$ cat src/rtl/nanov_spi_mem_ctrl.sv
// nanov_spi_mem_ctrl
//   SPI (mode 0) serial-memory read/write controller with read streaming.
//   A request sends an 8-bit command (0x02 write / 0x03 read), an address
//   and 1..MAX_BYTES data bytes, MSB first. After a read, chip select stays
//   low for STREAM_TIMEOUT cycles, so that a read of the next sequential
//   address can skip the command and address bits.
//
// Ports
//   clk          : clock; all logic runs on its rising edge
//   rstn         : synchronous active-low reset
//   start        : request strobe, sampled only while not busy
//   write        : 1 = write, 0 = read
//   addr         : byte address
//   len          : byte count minus one; clamped to MAX_BYTES
//   wdata        : write bytes, byte 0 = wdata[7:0]
//   rdata        : read bytes, byte 0 = rdata[7:0]; held until the next read completes
//   busy         : transfer in progress
//   done         : one-cycle completion pulse
//   spi_select   : chip select, active-low
//   spi_clk      : SPI clock
//   spi_out      : MOSI
//   spi_data_in  : MISO
module nanov_spi_mem_ctrl #(
    parameter int ADDR_BITS      = 24,
    parameter int MAX_BYTES      = 4,
    parameter int STREAM_TIMEOUT = 16,
    localparam int LEN_BITS      = (MAX_BYTES > 1) ? $clog2(MAX_BYTES) : 1
) (
    input  logic                   clk,
    input  logic                   rstn,
    input  logic                   start,
    input  logic                   write,
    input  logic [ADDR_BITS-1:0]   addr,
    input  logic [LEN_BITS-1:0]    len,
    input  logic [8*MAX_BYTES-1:0] wdata,
    output logic [8*MAX_BYTES-1:0] rdata,
    output logic                   busy,
    output logic                   done,
    output logic                   spi_select,
    output logic                   spi_clk,
    output logic                   spi_out,
    input  logic                   spi_data_in
);

    localparam int DW  = 8 * MAX_BYTES;
    localparam int TXW = 8 + ADDR_BITS + DW;
    localparam int CW  = 7;
    localparam int TMW = $clog2(STREAM_TIMEOUT + 1) + 1;
    localparam logic [TMW-1:0] TMO_LAST = TMW'(STREAM_TIMEOUT - 1);

    typedef enum logic [2:0] {
        S_IDLE,
        S_SELECT,
        S_CMD,
        S_ADDR,
        S_DATA,
        S_STREAM,
        S_DESELECT
    } state_t;

    state_t                 state, state_next;
    logic                   phase;      // 0 = low half of a bit, 1 = high half
    logic                   tail;       // trailing spi_clk-low cycle after the last data bit
    logic                   pending;    // request accepted outside IDLE, relaunch after deselect
    logic                   busy_r;
    logic                   done_r;
    logic [CW-1:0]          cnt;
    logic [TXW-1:0]         tx;
    logic [DW-1:0]          rx;
    logic [DW-1:0]          rdata_r;
    logic [ADDR_BITS-1:0]   next_addr;
    logic [TMW-1:0]         tmo;

    logic                   req_write;
    logic [ADDR_BITS-1:0]   req_addr;
    logic [3:0]             req_n;
    logic [DW-1:0]          req_wdata;

    logic [3:0]             n_in;
    logic                   accept;
    logic                   stream_hit;
    logic                   shifting;

    function automatic logic [3:0] calc_n(input logic [LEN_BITS-1:0] l);
        logic [3:0] n;
        n = 4'(l) + 4'd1;
        if (n > 4'(MAX_BYTES)) n = 4'(MAX_BYTES);
        return n;
    endfunction

    // Byte 0 must go out first, so it is placed at the top of the shifter.
    function automatic logic [DW-1:0] order_tx(input logic [DW-1:0] w);
        logic [DW-1:0] r;
        r = '0;
        for (int unsigned i = 0; i < MAX_BYTES; i++)
            r[8*(MAX_BYTES-1-i) +: 8] = w[8*i +: 8];
        return r;
    endfunction

    // The first received byte sits highest among the n received bytes.
    function automatic logic [DW-1:0] order_rx(input logic [DW-1:0] s, input logic [3:0] n);
        logic [DW-1:0] r;
        r = '0;
        for (int unsigned i = 0; i < MAX_BYTES; i++)
            if (i < 32'(n))
                r[8*i +: 8] = s[8*(32'(n)-1-i) +: 8];
        return r;
    endfunction

    assign n_in       = calc_n(len);
    assign stream_hit = !write && (addr == next_addr);
    assign accept     = start && !busy_r &&
                        (state == S_IDLE || state == S_STREAM || state == S_DESELECT);

    assign rdata = rdata_r;
    assign busy  = busy_r;
    assign done  = done_r;

    always_ff @(posedge clk) begin
        if (!rstn) state <= S_IDLE;
        else       state <= state_next;
    end

    always_comb begin
        state_next = state;
        shifting   = 1'b0;
        case (state)
            S_IDLE:     if (start || pending) state_next = S_SELECT;
            S_SELECT:   state_next = S_CMD;
            S_CMD: begin
                shifting = 1'b1;
                if (phase && cnt == CW'(1)) state_next = S_ADDR;
            end
            S_ADDR: begin
                shifting = 1'b1;
                if (phase && cnt == CW'(1)) state_next = S_DATA;
            end
            S_DATA: begin
                shifting = !tail;
                if (tail)
                    state_next = (req_write || STREAM_TIMEOUT == 0) ? S_DESELECT : S_STREAM;
            end
            S_STREAM: begin
                if (start)                state_next = stream_hit ? S_DATA : S_DESELECT;
                else if (tmo == TMO_LAST) state_next = S_DESELECT;
            end
            S_DESELECT: state_next = S_IDLE;
            default:    state_next = S_IDLE;
        endcase
        spi_select = (state == S_IDLE) || (state == S_DESELECT);
        spi_clk    = shifting && phase;
        spi_out    = shifting && tx[TXW-1];
    end

    always_ff @(posedge clk) begin
        if (!rstn) begin
            req_write <= 1'b0;
            req_addr  <= '0;
            req_n     <= '0;
            req_wdata <= '0;
        end else if (accept) begin
            req_write <= write;
            req_addr  <= addr;
            req_n     <= n_in;
            req_wdata <= wdata;
        end
    end

    always_ff @(posedge clk) begin
        if (!rstn) begin
            phase     <= 1'b0;
            tail      <= 1'b0;
            pending   <= 1'b0;
            busy_r    <= 1'b0;
            done_r    <= 1'b0;
            cnt       <= '0;
            tx        <= '0;
            rx        <= '0;
            rdata_r   <= '0;
            next_addr <= '0;
            tmo       <= '0;
        end else begin
            done_r <= 1'b0;
            if (accept) busy_r <= 1'b1;
            case (state)
                S_IDLE: begin
                    phase <= 1'b0;
                    if (pending) pending <= 1'b0;
                end
                S_SELECT: begin
                    tx    <= {(req_write ? 8'h02 : 8'h03), req_addr,
                              (req_write ? order_tx(req_wdata) : DW'(0))};
                    cnt   <= CW'(8);
                    phase <= 1'b0;
                    tail  <= 1'b0;
                end
                S_CMD, S_ADDR: begin
                    phase <= ~phase;
                    if (phase) begin
                        tx <= tx << 1;
                        if (cnt == CW'(1))
                            cnt <= (state == S_CMD) ? CW'(ADDR_BITS) : {req_n, 3'b000};
                        else
                            cnt <= cnt - CW'(1);
                    end
                end
                S_DATA: begin
                    if (tail) begin
                        tail   <= 1'b0;
                        done_r <= 1'b1;
                        busy_r <= 1'b0;
                        tmo    <= '0;
                        if (!req_write) begin
                            rdata_r   <= order_rx(rx, req_n);
                            next_addr <= req_addr + ADDR_BITS'(req_n);
                        end
                    end else begin
                        phase <= ~phase;
                        if (phase) begin
                            tx  <= tx << 1;
                            rx  <= {rx[DW-2:0], spi_data_in};
                            cnt <= cnt - CW'(1);
                            if (cnt == CW'(1)) tail <= 1'b1;
                        end
                    end
                end
                S_STREAM: begin
                    if (start) begin
                        if (stream_hit) begin
                            // Sequential read: select is still low, go straight to data bits.
                            tx    <= '0;
                            cnt   <= {n_in, 3'b000};
                            phase <= 1'b0;
                            tail  <= 1'b0;
                        end else begin
                            pending <= 1'b1;
                        end
                    end else begin
                        tmo <= tmo + TMW'(1);
                    end
                end
                S_DESELECT: begin
                    if (accept) pending <= 1'b1;
                end
                default: ;
            endcase
        end
    end

endmodule

$ cat config.mk
export PLATFORM = sky130hd
export DESIGN_NAME = nanov_spi_mem_ctrl
export DESIGN_NICKNAME = d
export VERILOG_FILES = /design/src/rtl/nanov_spi_mem_ctrl.sv
export SDC_FILE = /design/constraint.sdc
export NUM_CORES = 1
export LEC_CHECK = 0
export BUFFER_PORTS_ARGS = -buffer_cell sky130_fd_sc_hd__buf_2
export CAP_MARGIN = 20
export CORE_MARGIN = 1.5
export CORE_UTILIZATION = 62
export CTS_BUF_LIST = sky130_fd_sc_hd__clkbuf_8
export DETAILED_ROUTE_END_ITERATION = 6
export PLACE_DENSITY_LB_ADDON = 0.1
export SKIP_CTS_REPAIR_TIMING = 1
export SYNTH_ARGS = -nofsm -noshare
export SYNTH_HDL_FRONTEND = slang
export SYNTH_SLANG_ARGS = --single-unit
$ cat constraint.sdc
create_clock -name clk -period 3.8 [get_ports clk]
set_clock_uncertainty 0.2 [all_clocks]
set_input_delay 0.76 -clock clk [delete_from_list [all_inputs] [get_ports clk]]
set_output_delay 0.76 -clock clk [all_outputs]
set_load 0.02 [all_outputs]
==> results.ini <==
[cells_and_area]
drive_gt1_frac = 0.172
areaGrowthSynthToFinish_pct = 11.0
final_cell_area_sq_um = 12700
nets = 1540
utilization = 0.703
diodes = 0
finalNonFillerCells = 1713

[power]
seq_power_share = 0.412
power_leakage_nw = 4.67
powerDensity_nw_per_um2 = 592
power_switching_mw = 2.68
clkPwrFrac = 0.296
pwr-share-comb = 0.292
p_int_mw = 4.82
ir_drop_uv = 640
finalPower_mw = 7.51
switching_share = 0.357

[logic_synthesis]
synth_warnings = 0
syn-num-nets = 1490
synthCells = 1408
synthFlopType = dfxtp_1
synth_top_area_frac = 0.408
synth_edf_count = 0
synth_area_leaders = dfxtp_1 (41%), nand2_1 (11%), a21oi_1 (7.1%), a211oi_2 (3.5%), xor2_1 (3.2%)
ys_seq_area_frac = 0.408
avgSynthCellArea_sq_um = 8.11
yosysMostFrequentCell = nand2_1
synth_top_area_cell = dfxtp_1
async_reset_ff_frac = 0
ys_ff_latch = 233
ys_types = 78
syn-cell-area_sq_um = 11400
synth_common_cells = nand2_1 (339), dfxtp_1 (233), a21oi_1 (162), nor2_1 (78), o21ai_0 (67)

[route]
dr.pass1.iters = 5
viasPerCell = 6.01
drt_iter0_drc = 873
vias = 10300
ant_nets = 0
remaining_drc_errors = 0
wl_per_cell_microns = 16.9
routed_wl_microns = 29000

[run_status]
status = finished, final reports clean

[worst_setup_path]
cp_data_required_time_ps = 2840
worstPathArrival_ps = 2080
startpoint_type = flip-flop
crit_path_max_fanout = 15
critPathKind = reg2out
cp-end-kind = primary output

[placed_design]
place_congestion = 0.872
pre_cts_ws_ps = 679
hpwlAfterDp_microns = 18500
placed_area_sq_um = 11900
placed_cells = 1644
portBuffers = 99

[timing]
min_period_ps = 3040
setup_viol = 0
finalSetupTns_ps = 0
slew_headroom = 0.363
layout_worst_path_cycle_share = 0.800
clock.fmax_ghz = 0.329
hold_viol_final = 0
rsz0062_at_grt = no
layout_setup_ws_ps = 760
max_slew.worst_pin.slew_ps = 955
fin_hold_ws_ps = 250
slew_viol_final = 0

[die]
fp.coreArea_sq_um = 18000
start_util = 0.634
die_area_sq_um = 19200
io_pins = 100
die_y_microns = 139
dieWidth_microns = 139
rows = 49

[clock_tree]
tritoncts = done
clk_path_buf_depth = 3
clk_latency_ps = 550
cts_buffers = 41
clkSlewWorstSetupHoldPaths_ps = 60
cts.sinks = 233
htreeDepth = 2
root_buffer = clkbuf_8

[global_route]
grt_max_degree = 91
track_usage = 0.294
antenna_found_initial = 2
first_global_vias = 9467
grt_pass1_wl_microns = 47400
grt_overflow = 0

[hold_path]
holdCritPathClass = in2reg

[job]
max_cap_viol_count = 0

critical path, stage by stage (launching register included):
cell and delay (ps):
dfxtp_1 640, and2b_2 330, nor3_2 340, buf_2 240
registers in the layout (all words and copies together), names as in the netlist, 3 cells and up:
| register | count |
|---|---|
| cnt | 7 |
| next_addr | 24 |
| rdata | 32 |
| req_addr | 24 |
| req_n | 3 |
| req_wdata | 32 |
| rx | 32 |
| state | 3 |
| tmo | 6 |
| tx | 64 |
power groups by stage:
stage	Clock, mW	Combinational (mW)	Sequential, mW
after floorplan	0	1.81	3.03
after global placement	0	2.13	3.12
after detailed placement	0	2.18	3.13
after CTS	2.26	2.18	3.08
after global routing	2.38	2.43	3.13
final	2.22	2.19	3.09
cells in the final DEF, fill, tap and decap left out, types with 9 or more instances in the layout:
| master | n |
|---|---|
| inv_1 | 32 |
| nand2_1 | 339 |
| nand4_1 | 36 |
| xor2_1 | 42 |
| buf_2 | 99 |
| a21oi_1 | 162 |
| nor3_1 | 12 |
| mux2_2 | 9 |
| a22oi_1 | 33 |
| a211oi_2 | 32 |
| dfxtp_1 | 232 |
| nand3_1 | 15 |
| buf_4 | 22 |
| o21ai_0 | 67 |
| nor2_1 | 77 |
| or2_2 | 9 |
| a211oi_1 | 11 |
| mux2i_1 | 26 |
| clkbuf_8 | 49 |
| xnor2_1 | 11 |
| ha_1 | 17 |
| a32oi_1 | 22 |
path summary, 6_finish.rpt:
kind	from	end	slack (ps)	cells past startpoint
setup reg to reg	req_n[1]$_SDFFE_PN0P_	rdata[9]$_SDFFE_PN0P_	850	10
hold reg to reg	req_wdata[8]$_SDFFE_PN0P_	req_wdata[8]$_SDFFE_PN0P_	250	2
setup / recovery	state[1]$_SDFFE_PN0P_	spi_select	760	3
hold / removal	wdata[20]	req_wdata[20]$_SDFFE_PN0P_	250	3
cell families after synthesis:
| kind of cell | after synthesis | share of synthesized area |
|---|---|---|
| and+or+nand+nor | 541 | 0.212 |
| buffers and inverters | 133 | 0.0544 |
| AOI/OAI and AO/OA | 392 | 0.228 |
| muxes | 37 | 0.0356 |
| adders and majority gates | 19 | 0.0215 |
| DFF | 233 | 0.408 |
| xor gates and xnor gates | 53 | 0.0406 |
per-layer routing:
layer  up-vias  wire length [microns]  global-route usage
met2       318                  13700               0.481
li1       5046                      -                   -
met1      4875                  12900               0.400
met5         -                     27                   0
met3        59                   1580              0.0445
met4         4                    789              0.0981
final cells by class:
type                    count  area, sq um
well taps                 229          287
clock buffers              49          674
repair buffers            124          721
inverters                  16         65.1
flip-flops and latches    233         4670
multi-input cells        1042         6160
fillers                  1515         5350
clock inverters            20          109
No activity file was read; power rests on OpenSTA's default activity.
